==> config.mk <==
export PLATFORM = sky130hd
export DESIGN_NAME = shift_word_tx
export DESIGN_NICKNAME = d
export VERILOG_FILES = /design/src/rtl/shift_word_tx.sv
export SDC_FILE = /design/constraint.sdc
export NUM_CORES = 1
export LEC_CHECK = 0
export BUFFER_PORTS_ARGS = -buffer_cell sky130_fd_sc_hd__buf_2
export CAP_MARGIN = 20
export CORE_UTILIZATION = 35
export CTS_CLUSTER_SIZE = 14
export DETAILED_ROUTE_END_ITERATION = 8
export PLACE_DENSITY = 0.63
export SETUP_SLACK_MARGIN = 0.02
export SLEW_MARGIN = 20
export SYNTH_ARGS = -nofsm -noshare
export SYNTH_HDL_FRONTEND = slang
export SYNTH_SLANG_ARGS = --single-unit
==> constraint.sdc <==
create_clock -name clk -period 2.5 [get_ports clk]
set_clock_uncertainty 0.2 [all_clocks]
set_input_delay 0 -clock clk [delete_from_list [all_inputs] [get_ports clk]]
set_output_delay 0 -clock clk [all_outputs]
set_load 0.01 [all_outputs]
==> src/rtl/shift_word_tx.sv <==
// Parallel-to-serial transmitter: one-word holding buffer feeding an LSB-first shifter
// with first/last-bit markers and gapless back-to-back streaming.
module shift_word_tx #(
  parameter int unsigned WIDTH    = 16,
  parameter logic        IDLE_BIT = 1'b0
) (
  input  logic             clk,
  input  logic             rst,
  input  logic             en,
  input  logic [WIDTH-1:0] in_data,
  input  logic             in_valid,
  output logic             in_ready,
  output logic             ser_out,
  output logic             ser_first,
  output logic             ser_last,
  output logic             busy
);

  localparam int unsigned CW   = (WIDTH > 1) ? $clog2(WIDTH) : 1;
  localparam logic [CW-1:0] LAST = CW'(WIDTH - 1);

  typedef enum logic {
    IDLE  = 1'b0,
    SHIFT = 1'b1
  } state_t;

  state_t           state, state_n;
  logic [WIDTH-1:0] sh, sh_n;
  logic [WIDTH-1:0] hold, hold_n;
  logic [CW-1:0]    cnt, cnt_n;
  logic             hold_valid, hold_valid_n;
  logic             accept, load;

  // Next-state: accept is en-independent; load/shift only advance on enabled edges.
  always_comb begin
    state_n      = state;
    sh_n         = sh;
    cnt_n        = cnt;
    hold_n       = hold;
    hold_valid_n = hold_valid;

    accept = in_valid && !hold_valid;
    load   = en && hold_valid && ((state == IDLE) || (cnt == LAST));

    if (accept) begin
      hold_n       = in_data;
      hold_valid_n = 1'b1;
    end

    if (load) begin
      sh_n         = hold;
      cnt_n        = '0;
      hold_valid_n = 1'b0;
      state_n      = SHIFT;
    end else if (en && (state == SHIFT)) begin
      if (cnt != LAST) begin
        sh_n  = sh >> 1;
        cnt_n = cnt + CW'(1);
      end else begin
        sh_n    = '0;
        cnt_n   = '0;
        state_n = IDLE;
      end
    end
  end

  // State and registered serial outputs, derived from the next state.
  always_ff @(posedge clk) begin
    if (rst) begin
      state      <= IDLE;
      sh         <= '0;
      cnt        <= '0;
      hold       <= '0;
      hold_valid <= 1'b0;
      ser_out    <= IDLE_BIT;
      ser_first  <= 1'b0;
      ser_last   <= 1'b0;
    end else begin
      state      <= state_n;
      sh         <= sh_n;
      cnt        <= cnt_n;
      hold       <= hold_n;
      hold_valid <= hold_valid_n;
      ser_out    <= (state_n == SHIFT) ? sh_n[0] : IDLE_BIT;
      ser_first  <= (state_n == SHIFT) && (cnt_n == '0);
      ser_last   <= (state_n == SHIFT) && (cnt_n == LAST);
    end
  end

  assign in_ready = !rst && !hold_valid;
  assign busy     = (state == SHIFT) || hold_valid;

endmodule

# Word level (Yosys, flattened, before mapping)
# Index checks and enable logic that the tools add are counted.
# classes
reduce_logical,15
add_sub_neg,1
n_eq_ne,3
n_bitwise,2
mux,9
# ops
op,count
$mux W16,2
$mux W15,1
$mux W4,3
$eq A4 B4 Y1 const B,2
$logic_and A1 B1 Y1,7
$add A4 B1 Y4 const B,1
$logic_not A4 Y1,1
$ne A4 B4 Y1 const B,1
$reduce_or A2 Y1,2
$mux W1,3
$logic_not A1 Y1,2
$logic_or A1 B1 Y1,2
$not A1 Y1,2
$reduce_bool A2 Y1,1
# totals
wordCells,39
inputBits,20
out_inout_bits,5
ff_bits,41

# Logic depth before layout (Yosys ltp)
# logic_depth
ltp_word,6
ltp_mapped,6
ltp_nobuf,5

# Worst setup path before layout
# OpenSTA, ideal clock, no wires.
# synth_path
path_kind,register to register
startpoint,register cnt[0]
endpoint,register sh[1]
setup_time_ps,123
arrival_time_ps,1377
required_ps,2177
slack_ps,801
period_less_slack_ps,1699
stages_incl_launch_ff,7
path_buffers,1
path_cell_list,dfxtp_1 > ha_1 > nand3_4 > nor3b_4 > buf_6 > a222oi_1 > inv_1
# synth_between
elab_chain_len,4
elab_cells_between_ends,8
cone_classes,2 x eq/ne; 3 x mux; 3 x reduce/logical
# synth_rtl
element,line_no,source
start: declaration,30,"logic [CW-1:0] cnt, cnt_n;"
start signal: assignment,81,cnt <= cnt_n;
$ne A4 B4 Y1 / $eq A4 B4 Y1 (equally long branches),"56, 43",
$mux W15 / $logic_or A1 B1 Y1 (equally long branches),"56, 43",
$mux W16 / $logic_and A1 B1 Y1 (equally long branches),"55, 43",
$mux W16 / $reduce_bool A2 Y1 (equally long branches),--,
end signal: assignment,80,sh <= sh_n;
end: declaration,28,"logic [WIDTH-1:0] sh, sh_n;"
# Parallel ways exist; a longest one is shown, timed or not. The select of a mux whose other input is x is not followed.
# A chain may end at the register's enable or synchronous reset.

# Worst setup path after layout
# layout_path
startpoint,register state
endpoint,register cnt[3]
# layout_between
elab_chain_len,4
elab_cells_between_ends,6
cone_classes,2 x mux; 1 x bitwise; 3 x reduce/logical
# layout_rtl
element,line_no,source
start: declaration,27,"state_t state, state_n;"
start signal: assignment,79,state <= state_n;
$not A1 Y1,43,load = en && hold_valid && ((state == IDLE) || (cnt == LAST));
$logic_or A1 B1 Y1,43,
$logic_and A1 B1 Y1,43,
$mux W4 (*),50,if (load) begin
# Every way passes the cells marked *; elsewhere a longest branch is shown, timed or not.

==> impl_metrics.tcl <==
set metrics [dict create \
    fillerInstances 431 \
    globalRoute.busiestLayer "met2" \
    drv_slew 0 \
    synth.lib_cells_used.distinct 37 \
    antenna-diode-count 0 \
    synth_cells 174 \
    ys_seq_area_share_pct 50.1 \
    period_share_pct 88.0 \
    post-route-worst-setup-slack_ns 0.299 \
    mappedNetlistNets 195 \
    floorplan.die_area_mm2 0.00496 \
    min_period_ns 2.20 \
    crit-reg2reg-launch "state" \
    overall_routed_net_length_mm 3.40 \
    cts_hold_buf 26 \
    met2_usage_pct 22.8 \
    peakVddDrop_v 0.000300 \
    vias 1374 \
    final_total_negative_setup_slack_ns 0 \
    fmax_mhz 454 \
    grt.met1_usage_pct 18.8 \
    dpl.cell_count 240 \
    route.detailed.vias_per_inst 5.03 \
    tightestPinTransition_ns 0.698 \
    ff2ff_path_depth 5 \
    combinational_cell_fraction_of_total_power_pct 10.5 \
    pwr_density_mw_per_mm2 629 \
    clk_pin_slew_worst_paths_ns 0.07 \
    route.antenna.remaining_nets 0 \
    req_time_crit_path_ns 2.48 \
    async_flop_share_pct 0 \
    crit_path_capture "cnt[3]" \
    maxCapViolations 0 \
    primary_flip_flop_cell_chosen_by_synthesis_mapping "sky130_fd_sc_hd__dfxtp_1" \
    startpoint "state" \
    cellLeakagePower_nw 0.953 \
    finalWeightedCongestion 0.850 \
    grt_setup_unrepaired "no" \
    netlist_area_before_placement_mm2 0.00164 \
    clk_lat_worst_skew_ns 0.29 \
    post_route_cells_drive_above_1_share_pct 20.4 \
    p_switching_uw 304 \
    pwr-share-seq_pct 51.9 \
    place_area_mm2 0.00176 \
    post-cts-setup-buffers 0 \
    die_h_um 70.4 \
    status "completed" \
    timing_hold_violations_final 0 \
    io_buffer_count 24 \
    global_route.usage.total_pct 14.6 \
    syn_avg_cell_area_um2 9.41 \
    cts_repair_resize_count 0 \
    die_w_um 70.4 \
    synth_edf_count 0 \
    cts_inserted_buffers 5 \
    cell_internal_power_dissipation_mw 1.04 \
    htree_num_levels 2 \
    cts.sink_count 41 \
    core_area_mm2 0.00441 \
    layout-area-overhead-vs-synth_pct 30.1 \
    worst-endpoint-arrival_ns 2.18 \
    post-route-drc-count 0 \
    timing.max_slew.rel_slack_pct 53.3 \
    pin_count_of_the_biggest_net_entering_global_routing 17 \
    initial_utilization_pct 37.1 \
    place_worst_setup_slack_ns 0.542 \
    gr-total-overflow 0 \
    boundaryPins 25 \
    clk_root_buffer_cell "sky130_fd_sc_hd__clkbuf_8" \
    min_path_type "flop to flop" \
    startpoint_type "flop" \
    grt_pass1_vias 1251 \
    drtPass1Iterations 4 \
    r2r_endpoint "cnt[3]" \
    finalHoldWorstSlack_ns 0.259 \
    grt_antenna_before_repair 0 \
    critPathMaxFanout 10 \
    power_mw 1.34 \
    drt-initial-drc-count 91 \
    setup_viol 0 \
    floorplan.rows 24 \
    nNetsFinal 242 \
    ys.warnings.count 0 \
    clockPowerShare_pct 37.6 \
    grt_pass1_wl_mm 5.62 \
    utilization_after_layout_pct 48.3 \
    detailedPlacementHpwl_mm 2.09 \
    routed_wire_length_per_instance_um 12.5 \
    count_of_non_filler_cells_in_the_finished_layout 273 \
    crit_path_end_kind "flop" \
    synth-seq-cells 41 \
    worst-r2r-setup-slack_ns 0.30 \
    cts.path.max_buffers 2 \
    fin_area_mm2 0.00213 \
    globalRouteMet3Util_pct 3.90 \
    timing_worst_setup_path_type "flop to flop" \
    sw_frac_of_total_pct 22.7 \
    tritoncts_clock_tree "built" \
]
-- metal layers --
| layer | part of all wire [%] | wire length (um) | up-vias |
|---|---|---|---|
| li1 | - | - | 705 |
| met1 | 47 | 1610 | 637 |
| met2 | 47 | 1600 | 28 |
| met3 | 4.4 | 150 | 4 |
| met4 | 1.1 | 37 | 0 |
| met5 | 0 | 0 | - |
-- power by group through the flow --
stage	Clock (mW)	Sequential [mW]	Combinational, mW
after floorplan	0	0.704	0.0813
final	0.504	0.697	0.140
after CTS	0.521	0.696	0.140
after global placement	0	0.711	0.108
after detailed placement	0	0.711	0.109
after global routing	0.548	0.700	0.157
-- layout by cell type (no fill, tap or decap), types with 4 or more instances in the layout --
cell                             n
sky130_fd_sc_hd__dlygate4sd3_1  26
sky130_fd_sc_hd__nor3_1          5
sky130_fd_sc_hd__a222oi_1       14
sky130_fd_sc_hd__buf_2          24
sky130_fd_sc_hd__inv_1          15
sky130_fd_sc_hd__nand2_1        35
sky130_fd_sc_hd__a21oi_1        17
sky130_fd_sc_hd__nor2_1          4
sky130_fd_sc_hd__dfxtp_1        41
sky130_fd_sc_hd__clkbuf_8        5
-- cell usage after synthesis (2+ instances only) --
master	n	area, um^2
sky130_fd_sc_hd__dfxtp_1	41	821
sky130_fd_sc_hd__nand2_1	35	131
sky130_fd_sc_hd__a21oi_1	17	85.1
sky130_fd_sc_hd__inv_1	15	56.3
sky130_fd_sc_hd__a222oi_1	14	140
sky130_fd_sc_hd__nor3_1	5	25.0
sky130_fd_sc_hd__nor2_1	4	15.0
sky130_fd_sc_hd__clkbuf_1	3	11.3
sky130_fd_sc_hd__a21o_1	2	15.0
sky130_fd_sc_hd__a31oi_1	2	12.5
sky130_fd_sc_hd__buf_1	2	7.51
sky130_fd_sc_hd__buf_2	2	10.0
sky130_fd_sc_hd__buf_4	2	15.0
sky130_fd_sc_hd__buf_6	2	22.5
sky130_fd_sc_hd__mux2i_1	2	20.0
sky130_fd_sc_hd__nand2_2	2	12.5
sky130_fd_sc_hd__nand3_1	2	10.0
sky130_fd_sc_hd__nand4_1	2	12.5
sky130_fd_sc_hd__nor2b_1	2	12.5
-- worst max-delay path: stages (launching register included) --
cell                            delay (ns)
sky130_fd_sc_hd__dfxtp_1              0.59
sky130_fd_sc_hd__or2_4                0.23
sky130_fd_sc_hd__nand2_1              0.08
sky130_fd_sc_hd__a211oi_2             0.34
sky130_fd_sc_hd__nor2_1               0.08
sky130_fd_sc_hd__dlygate4sd3_1        0.57
-- registers in the layout, summed over array words and instances (netlist names) --
signal / count
hold_valid: 1
sh: 16
ser_out: 1
hold: 16
ser_first: 1
ser_last: 1
state: 1
cnt: 4
-- worst min-delay path by stage --
stage,startpoint,endpoint,slack (ns),cells after the start
final,hold[13],hold[13],0.26,2
after global routing,hold[5],hold[5],0.28,2
after CTS,hold[13],hold[13],0.26,2
after detailed placement,in_data[10],hold[10],0.05,3
after global placement,in_data[2],hold[2],0.04,3
after floorplan,in_data[0],hold[0],-0.06,2
-- logic make-up after synthesis --
logic type | Yosys count | synth area share (%)
AND/OR/NAND/NOR | 60 | 18.6
AO/OA/AOI/OAI | 43 | 21.2
flip-flops | 41 | 50.1
buffers and inverters | 26 | 7.49
multiplexers | 2 | 1.22
XOR/XNOR | 1 | 0.535
adder cells (fa/ha/maj) | 1 | 0.764
-- area by class of cell --
type	instances	area, um^2	area share [%]
clock inverters	2	35.0	1.64
multi-input cells	107	697	32.7
repair buffers	51	388	18.2
clock buffers	5	68.8	3.23
well taps	52	65.1	3.05
inverters	15	56.3	2.64
flip-flops and latches	41	821	38.5
No activity file was read; power rests on OpenSTA's default activity.
